$ cat config.mk
export PLATFORM = sky130hd
export DESIGN_NAME = decimal_to_binary
export DESIGN_NICKNAME = d
export VERILOG_FILES = /design/src/rtl/decimal_to_binary.sv
export SDC_FILE = /design/constraint.sdc
export NUM_CORES = 1
export LEC_CHECK = 0
export BUFFER_PORTS_ARGS = -buffer_cell sky130_fd_sc_hd__buf_2
export CAP_MARGIN = 25
export CORE_MARGIN = 2
export CORE_UTILIZATION = 43
export DETAILED_ROUTE_END_ITERATION = 12
export SYNTH_ARGS = -nofsm -noshare
export SYNTH_HDL_FRONTEND = slang
export SYNTH_SLANG_ARGS = --single-unit
$ cat constraint.sdc
create_clock -name clk -period 2.06 [get_ports clk]
set_input_delay 0.206 -clock clk [delete_from_list [all_inputs] [get_ports clk]]
set_output_delay 0.206 -clock clk [all_outputs]
set_load 0.02 [all_outputs]
$ cat src/rtl/decimal_to_binary.sv
// decimal_to_binary
//   Sequential 6-digit packed-BCD to N-bit binary converter using reverse
//   double-dabble (shift right, then subtract 3 from every BCD nibble >= 8).
//   One shift per clock; a conversion takes N edges after the start edge.
//
// Parameters
//   N          binary result width and number of shift iterations (4..24)
//
// Ports
//   clk        system clock, rising edge
//   rst_n      asynchronous active-low reset
//   start      conversion request, sampled only while idle
//   bcd_in     packed BCD input, digit k at [4k+3:4k], digit 5 most significant
//   busy       conversion in progress
//   done       one-cycle pulse; binary/overflow/digit_err valid from this cycle
//   binary     converted value, held until the next done
//   overflow   value did not fit in N bits
//   digit_err  some input nibble was above 9
//
// Build option
//   DTB_DIGIT_CHECK_EN  when defined, digit_err flags invalid BCD nibbles;
//                       otherwise digit_err is tied low.

module decimal_to_binary #(
  parameter int unsigned N = 20
) (
  input  logic         clk,
  input  logic         rst_n,
  input  logic         start,
  input  logic [23:0]  bcd_in,
  output logic         busy,
  output logic         done,
  output logic [N-1:0] binary,
  output logic         overflow,
  output logic         digit_err
);

  localparam int unsigned CW = 5;

  typedef enum logic {
    IDLE,
    SHIFT
  } state_e;

  state_e         state_q, state_d;
  logic [23:0]    bcd_q, bcd_d;
  logic [N-1:0]   acc_q, acc_d;
  logic [CW-1:0]  cnt_q, cnt_d;
  logic [N-1:0]   binary_q, binary_d;
  logic           overflow_q, overflow_d;
  logic           done_q, done_d;

  logic [23:0]    bcd_sh, bcd_fix;
  logic [N-1:0]   acc_sh;
  logic           last_iter;

  assign last_iter = (cnt_q == CW'(1));

  // One reverse double-dabble iteration on the working register {bcd, acc}.
  always_comb begin
    bcd_sh  = {1'b0, bcd_q[23:1]};
    acc_sh  = {bcd_q[0], acc_q[N-1:1]};
    bcd_fix = bcd_sh;
    for (int unsigned k = 0; k < 6; k++) begin
      if (bcd_sh[4*k+3]) begin
        bcd_fix[4*k +: 4] = bcd_sh[4*k +: 4] - 4'd3;
      end
    end
  end

  // State register
  always_ff @(posedge clk or negedge rst_n) begin
    if (!rst_n) begin
      state_q <= IDLE;
    end else begin
      state_q <= state_d;
    end
  end

  // Next-state logic
  always_comb begin
    state_d = state_q;
    case (state_q)
      IDLE:    if (start)     state_d = SHIFT;
      SHIFT:   if (last_iter) state_d = IDLE;
      default: state_d = IDLE;
    endcase
  end

  // Datapath next-state
  always_comb begin
    bcd_d      = bcd_q;
    acc_d      = acc_q;
    cnt_d      = cnt_q;
    binary_d   = binary_q;
    overflow_d = overflow_q;
    done_d     = 1'b0;
    case (state_q)
      IDLE: begin
        if (start) begin
          bcd_d = bcd_in;
          acc_d = '0;
          cnt_d = CW'(N);
        end
      end
      SHIFT: begin
        bcd_d = bcd_fix;
        acc_d = acc_sh;
        cnt_d = cnt_q - CW'(1);
        if (last_iter) begin
          binary_d   = acc_sh;
          // Any residual BCD after the last iteration is value >> N.
          overflow_d = |bcd_fix;
          done_d     = 1'b1;
        end
      end
      default: ;
    endcase
  end

  always_ff @(posedge clk or negedge rst_n) begin
    if (!rst_n) begin
      bcd_q      <= '0;
      acc_q      <= '0;
      cnt_q      <= '0;
      binary_q   <= '0;
      overflow_q <= 1'b0;
      done_q     <= 1'b0;
    end else begin
      bcd_q      <= bcd_d;
      acc_q      <= acc_d;
      cnt_q      <= cnt_d;
      binary_q   <= binary_d;
      overflow_q <= overflow_d;
      done_q     <= done_d;
    end
  end

`ifdef DTB_DIGIT_CHECK_EN
  logic bad_digit;
  logic err_pend_q, err_pend_d;
  logic digit_err_q, digit_err_d;

  always_comb begin
    bad_digit = 1'b0;
    for (int unsigned k = 0; k < 6; k++) begin
      if (bcd_in[4*k +: 4] > 4'd9) bad_digit = 1'b1;
    end
  end

  // Flag captured at the start edge, published together with done.
  always_comb begin
    err_pend_d  = err_pend_q;
    digit_err_d = digit_err_q;
    if (state_q == IDLE && start) err_pend_d = bad_digit;
    if (state_q == SHIFT && last_iter) digit_err_d = err_pend_q;
  end

  always_ff @(posedge clk or negedge rst_n) begin
    if (!rst_n) begin
      err_pend_q  <= 1'b0;
      digit_err_q <= 1'b0;
    end else begin
      err_pend_q  <= err_pend_d;
      digit_err_q <= digit_err_d;
    end
  end

  assign digit_err = digit_err_q;
`else
  assign digit_err = 1'b0;
`endif

  // Outputs
  always_comb begin
    busy     = (state_q == SHIFT);
    done     = done_q;
    binary   = binary_q;
    overflow = overflow_q;
  end

endmodule

# --- Word-level counts from Yosys, hierarchy flattened ---
# Index checks and enable logic that the tools add are counted.
classes:
  n_eq_ne: 2
  addsub: 6
  n_bitwise: 1
  mux: 16
  n_reduce_logical: 2
op_table:
  columns: ["op", "count"]
  rows:
  - ["24-bit one-hot mux with 2 select lines", 1]
  - ["20-bit one-hot mux with 2 select lines", 1]
  - ["24-bit 2-to-1 mux", 1]
  - ["23-bit OR reduction", 1]
  - ["20-bit 2-to-1 mux", 1]
  - ["4-bit 2-to-1 mux", 5]
  - ["4-bit by 2-bit subtractor with 4-bit output (second input constant)", 5]
  - ["5-bit one-hot mux with 2 select lines", 1]
  - ["5-bit by 1-bit == test with 1-bit output (second input constant)", 1]
  - ["5-bit 2-to-1 mux", 1]
  - ["5-bit by 1-bit subtractor with 5-bit output (second input constant)", 1]
  - ["1-bit 2-to-1 mux", 4]
  - ["2-bit != test (second input constant)", 1]
  - ["1-bit one-hot mux with 2 select lines", 1]
  - ["2-bit AND reduction", 1]
  - ["1-bit NOT", 1]
totals:
  wordCells: 34
  register_bits: 72

# --- Logic depth before layout (Yosys ltp) ---
# Gate-level depths: netlist of the first run.
depth:
  ltp_word: 3
  depth_mapped: 7

# --- Worst setup path after synthesis of the first run ---
# OpenSTA, ideal clock, no wires.
synth_path:
  path_kind: "reg-to-reg"
  start: "register bcd_q[14]"
  end: "register overflow_q, in the netlist overflow"
  t_arrival_ns: 1.450
  period_less_slack_ns: 1.576
  required_ns: 1.934
  path_slack_ns: 0.484
  stages_incl_launch_ff: 5
  setup_time_ns: 0.126
  cell_sequence: "dfrtp_1 > or4_4 > nor3_2 > nand4_1 > o32a_1"
synth_between:
  elab_chain_cells: 3
synth_rtl:
  columns: ["element", "line_no", "rtl"]
  rows:
  - ["start, declared", "46", "logic [23:0] bcd_q, bcd_d;"]
  - ["start signal, assigned", "123", "bcd_q <= '0;"]
  - ["start signal, assigned", "130", "bcd_q <= bcd_d;"]
  - ["4-bit by 2-bit subtractor with 4-bit output", "66", "bcd_fix[4*k +: 4] = bcd_sh[4*k +: 4] - 4'd3;"]
  - ["4-bit 2-to-1 mux *", "65", "if (bcd_sh[4*k+3]) begin"]
  - ["23-bit OR reduction *", "113", "overflow_d = |bcd_fix;"]
  - ["end signal, assigned", "134", "overflow_q <= overflow_d;"]
  - ["end, declared", "50", "logic overflow_q, overflow_d;"]
# Every way passes the cells marked *; elsewhere a longest branch is shown, timed or not.
# A chain may end at the register's enable or synchronous reset.

# --- Final worst setup path of the first run ---
# Same ends and word-level chain as after synthesis.

==> metrics.md, run 1 <==
| Metric | Value |
|---|---|
| Post-route cell area | 3990 um2 |
| Register area share after synthesis | 51.2% |
| TritonRoute pass-1 iters | 4 |
| Tot Pwr | 5.88 mW |
| Starting Density | 44.7% |
| Layout cells sized above 1 | 18.4% |
| Die X | 93.8 um |
| Met2 global-route usage | 26.1% |
| Syn Std Cell Area | 3470 um2 |
| # Max-Cap Violations | 0 |
| Area Overhead vs Synth | 15.1% |
| Post-synth net total | 400 |
| FF-to-FF End | overflow$_DFFE_PN0P_ |
| Placed wire-length estimate | 4.37 mm |
| Quantity of I/O buffers inserted on ports | 49 |
| DIE HEIGHT | 93.8 um |
| Ranking of synthesized cells by area | dfrtp_1, nand2_1, mux2i_1 |
| Ys async rst share | 100% |
| Largest fanout on the critical path | 5 |
| Clk_skew | 8.11 ps |
| GRT Util Overall | 17.3% |
| Pleak | 1.98 nW |
| Period utilization | 80.5% |
| Min cycle time layout | 1660 ps |
| Required time of the critical path | 2300 ps |
| Crit path capture type | flip-flop |
| Insertion delay to the later sink of the worst-skew pair | 340 ps |
| HP Start | bcd_in[23] |
| Worst vdd ir | 585 uV |
| Library cells used by synthesis | 42 |
| R2r worst-path depth | 4 |
| Drt drc | 0 |
| Number of vias in the routed layout | 2531 |
| Largest net degree at the start of global routing | 72 |
| GRT met1 Usage | 24.3% |
| Worst path cell trace | or4_4 -> nor3_2 -> nand4_1 -> o32a_1 |
| Fmax | 603 MHz |
| Buffers & Inverters on Critical Path | 0 |
| Largest stage delay, worst path | 550 ps |
| Core Footprint | 7770 um2 |
| Via density | 4.91 |
| TNS Setup | 0 ps |
| Cts bufs inserted | 9 |
| Die Area | 8810 um2 |
| Placer Congestion | 0.773 |
| Worst Hold End | bcd_q[23]$_DFFE_PN0P_ |
| Cells after Synth | 366 |
| Met3 usage | 3.37% |
| R2R Path Start | bcd_q[14]$_DFFE_PN0P_ |
| CTS root buf | clkbuf_8 |
| Post-route ant nets | 0 |
| Final #Nets | 442 |
| Startpoint Class | flip-flop |
| Fin. Hold Viols | 0 |
| Layout Utilization | 51.4% |
| GR peak layer | met2 |
| Initial antenna violation count | 0 |
| CTS tree | built |
| Row Count | 32 |
| GRT overflow | 0 |
| Routed WL | 6.80 mm |
| Synth Area per Inst | 9.48 um2 |
| Post-CTS setup buffers | 0 |
| Top delay family on crit path | simple AND/OR/NAND/NOR gates |
| Number of synthesized flops with an enable pin | 0 |
| CP Data Arrival Time | 1890 ps |
| Seq cells post-synth | 71 |
| Initial DRC Count | 133 |
| Top-area cell type share of the netlist area | 51.2% |
| Hold-critical path depth | 3 |
| Clock buffer depth | 2 |
| Hold_ws | 118 ps |
| CTS H-tree lvls | 3 |
| PD cells | 1470 nW/um2 |
| Vias in the first global route | 2536 |
| Main flop type after synthesis | dfrtp_1 |
| Sink Count | 71 |
| Hold WC Path Type | primary input to flip-flop |
| Area leader, netlist | dfrtp_1 |
| Synth warnings | 0 |
| WS Path Type | flip-flop to flip-flop |
| Slew Viols, Final | 0 |
| Status | completed |
| Area after DPL | 3760 um2 |
| R2R Setup Slk | 400 ps |
| Slowest cell on the critical path | or4_4 |
| Antenna diodes | 0 |
| I/O Pins | 51 |
| RSZ-0062 raised after global routing | false |
| Register clock-pin slew on the reported worst setup and hold paths | 80 ps |
| Setup Viol. Count Final | 0 |
| First-pass GRT wire length | 11.9 mm |
| Wire per inst | 13.2 um |
## where the power goes
part           switching (mW)  internal [mW]  leakage (nW)  total, mW
Sequential              0.558           2.00         0.897       2.56
Combinational            1.12          0.948         0.972       2.07
Clock                   0.550          0.691         0.107       1.24
Total                    2.23           3.64          1.98       5.88
## worst min-delay path, delay by kind of cell
kind	cells	cell delay [ps]
mux	1	50
buf+inv	1	80
simple gates	1	80
## cells in the mapped netlist (2+ instances only)
library cell  instances
a211oi_1             10
a21o_1                3
a21oi_1              11
a31oi_1               2
buf_1                 3
buf_2                 2
clkbuf_1             16
clkbuf_8              2
dfrtp_1              71
ha_1                  7
inv_1                 4
mux2i_1              19
nand2_1              99
nand2b_1             21
nand3_1               2
nand4b_1              2
nor2_1                7
nor2b_1              11
nor3_1                7
o21ai_0              34
xnor2_1               4
xor2_1                9
## routing by layer
metal	wire length, um	part of all wire, %
met1	3430	51
met4	129	1.9
met3	255	3.8
met2	2980	44
met5	0	0
## placed cells by master, fill, tap and decap left out, types with 9 or more instances in the layout
| master | count |
|---|---|
| o21ai_0 | 34 |
| nor2b_1 | 11 |
| nand2_1 | 99 |
| buf_2 | 49 |
| dfrtp_1 | 70 |
| mux2i_1 | 19 |
| a21oi_1 | 11 |
| nand2b_1 | 21 |
| clkbuf_8 | 9 |
| xor2_1 | 9 |
| a211oi_1 | 10 |
## sequential cells by signal, summed over array words and instances (netlist names)
signal    cells
bcd_q        24
done          1
busy          1
acc_q        19
cnt_q         5
binary       20
overflow      1
## through the flow
stage,setup WS [ps],instances
final,403,515
after global routing,327,515
after global placement,413,498
after CTS,398,515
after floorplan,484,366
after detailed placement,402,498
## worst max path at each step
stage | startpoint | endpoint | cells past startpoint
floorplan | bcd_q[14]$_DFFE_PN0P_ | overflow$_DFFE_PN0P_ | 4
global route | bcd_q[14]$_DFFE_PN0P_ | overflow$_DFFE_PN0P_ | 4
detailed placement | bcd_q[14]$_DFFE_PN0P_ | overflow$_DFFE_PN0P_ | 4
CTS | bcd_q[14]$_DFFE_PN0P_ | overflow$_DFFE_PN0P_ | 4
finish | bcd_q[14]$_DFFE_PN0P_ | overflow$_DFFE_PN0P_ | 4
global placement | bcd_q[14]$_DFFE_PN0P_ | overflow$_DFFE_PN0P_ | 4
## final cells by class
| class | count | area [um2] |
|---|---|---|
| tap | 102 | 128 |
| sequential | 71 | 1780 |
| timing repair buffer | 57 | 333 |
| multi-input combinational | 265 | 1520 |
| clock buffer | 10 | 128 |
| fill | 768 | 3770 |
| clock inverter | 6 | 93.8 |
| inverter | 4 | 15.0 |
## cell families after synthesis
kind of cell	share of synthesized area [%]
mux	5.48
buf+inv	5.05
compound gates	11.1
other cells	0.108
flops	51.2
xor+xnor	3.28
simple gates	21.3
fa+ha+maj	2.52
## repair_timing
action / 4_1_cts / 5_1_grt
endpoints found under the hold margin: 71 / 0
hold buffers: 1 / 0
resized for setup: 0 / 0
Power figures use the tool's default switching activity.
==> inputs of run 2 (changes only) <==
==> constraint.sdc (replaced) <==
create_clock -name clk -period 1.7 [get_ports clk]
set_input_delay 0.17 -clock clk [delete_from_list [all_inputs] [get_ports clk]]
set_output_delay 0.17 -clock clk [all_outputs]
set_load 0.02 [all_outputs]
==> run 2 against run 1 <==
  * Register-to-register slack worse by 350 ps
  * Count of clock-buffer cells in the layout stayed put
  * Global-route usage is 0.22 points higher
  * Sequential power is 20% higher
  * Via count is 1.7% higher
  * Fmax is 0.58% higher
==> metrics.md, run 2 (synthesized netlist as in run 1, its figures left out) <==
| Metric | Value |
|---|---|
| HP Start | bcd_in[23] |
| Antenna diodes | 0 |
| Fmax | 607 MHz |
| Register clock-pin slew on the reported worst setup and hold paths | 80 ps |
| Routed WL | 6.90 mm |
| Startpoint Class | flip-flop |
| Top reg by flops | bcd_q |
| First-pass GRT wire length | 11.9 mm |
| Starting Density | 44.7% |
| GRT Util Overall | 17.5% |
| Status | completed |
| RSZ-0062 raised after global routing | false |
| Number of vias in the routed layout | 2573 |
| Worst vdd ir | 619 uV |
| Max FFs per register | 24 |
| Layout cells sized above 1 | 18.8% |
| R2R Path Start | bcd_q[14]$_DFFE_PN0P_ |
| Placed wire-length estimate | 4.39 mm |
| Via density | 4.99 |
| Pleak | 1.96 nW |
| Hold WC Path Type | primary input to flip-flop |
| Cts bufs inserted | 9 |
| TNS Setup | 0 ps |
| Initial antenna violation count | 0 |
| CTS root buf | clkbuf_8 |
| Layout Utilization | 51.0% |
| Clock buffer depth | 2 |
| Period utilization | 96.9% |
| # Max-Cap Violations | 0 |
| CTS-repair resized insts | 0 |
| Wire per inst | 13.4 um |
| Die X | 93.8 um |
| Fin. Hold Viols | 0 |
| Row Count | 32 |
| Area Overhead vs Synth | 14.1% |
| Core Footprint | 7770 um2 |
| Insertion delay to the later sink of the worst-skew pair | 340 ps |
| Placer Congestion | 0.775 |
| Clk_skew | 7.99 ps |
| Post-route ant nets | 0 |
| Leading cell type in the layout, fill and taps excluded | nand2_1 |
| Initial DRC Count | 118 |
| Drt drc | 0 |
| Final #Nets | 444 |
| Min cycle time layout | 1650 ps |
| Largest fanout on the critical path | 3 |
| Sink Count | 71 |
| PD cells | 1730 nW/um2 |
| TritonRoute pass-1 iters | 6 |
| Vias in the first global route | 2498 |
| CP startpoint | bcd_q[14]$_DFFE_PN0P_ |
| DIE HEIGHT | 93.8 um |
| Crit path capture type | flip-flop |
| CTS tree | built |
| CP Data Arrival Time | 1880 ps |
| Quantity of I/O buffers inserted on ports | 49 |
| Required time of the critical path | 1940 ps |
| Setup Viol. Count Final | 0 |
| Die Area | 8810 um2 |
| WS Path Type | flip-flop to flip-flop |
| Slew Viols, Final | 0 |
| CTS H-tree lvls | 3 |
| I/O Pins | 51 |
| Most frequent cells in the layout | nand2_1, dfrtp_1, buf_2 |
| Largest net degree at the start of global routing | 72 |
| GRT overflow | 0 |
-- run 2: cell types whose count changed in the layout (fill, tap and decap cells not counted) --
cell | before | now
clkbuf_1 | 1 | 0
clkinvlp_4 | 1 | 2
clkinv_2 | 0 | 2
buf_4 | 5 | 7
clkinv_4 | 2 | 0
clkbuf_8 | 9 | 10
bufinv_16 | 2 | 0
-- run 2: what timing repair did --
action                    4_1_cts  5_1_grt
hold buffers                    1        0
setup buffers                   0        0
hold endpoints to repair       71        0
-- run 2: routing by layer --
layer / share of wire [%] / vias up / global-route usage (%) / routed length, um
li1: - / 1301 / - / -
met1: 51 / 1227 / 24.6 / 3500
met2: 44 / 35 / 25.7 / 3040
met3: 3.1 / 10 / 3.77 / 214
met4: 2.0 / 0 / 8.33 / 139
met5: 0 / - / 0 / 0
-- run 2: worst paths after layout --
| check | slack [ps] | cells past startpoint | end |
|---|---|---|---|
| worst max-delay path | 50 | 4 | overflow$_DFFE_PN0P_ |
| worst min-delay path | 70 | 3 | bcd_q[23]$_DFFE_PN0P_ |
| worst max register to register | 50 | 4 | overflow$_DFFE_PN0P_ |
| worst min register to register | 470 | 2 | binary[14]$_DFFE_PN0P_ |
| max in group asynchronous | 1010 | 3 | binary[19]$_DFFE_PN0P_ |
| min in group asynchronous | 380 | 3 | bcd_q[18]$_DFFE_PN0P_ |
-- run 2: power by group --
group / internal (mW) / switching, mW
clock network: 0.561 / 0.637
logic: 1.18 / 1.43
registers: 2.43 / 0.627
total: 4.17 / 2.70
-- run 2: worst max-delay path, stage by stage, from the launching register on --
cell and delay (ps):
dfrtp_1 400, or4_4 540, nor3_2 120, nand4_1 120
o32a_1 350
-- run 2: area by class of cell --
class                      instances  area [um2]
multi-input combinational        265        1520
timing repair buffer              59         348
tap                              102         128
clock inverter                     5        33.8
sequential                        71        1780
fill                             772        3810
inverter                           4        15.0
clock buffer                      10         138
-- run 2: per-stage QoR --
stage          setup slack, ps  total power [mW]  std cells  hold slack [ps]  area, um2
2_1_floorplan              124              5.05        366             -126       3470
3_3_place_gp              77.4              5.63        500              232       3780
3_5_place_dp              60.4              5.71        500              229       3780
4_1_cts                   54.4              6.94        516             67.2       3960
5_1_grt                   36.1              7.48        516             85.2       3960
6_report                  52.1              6.87        516             71.8       3960
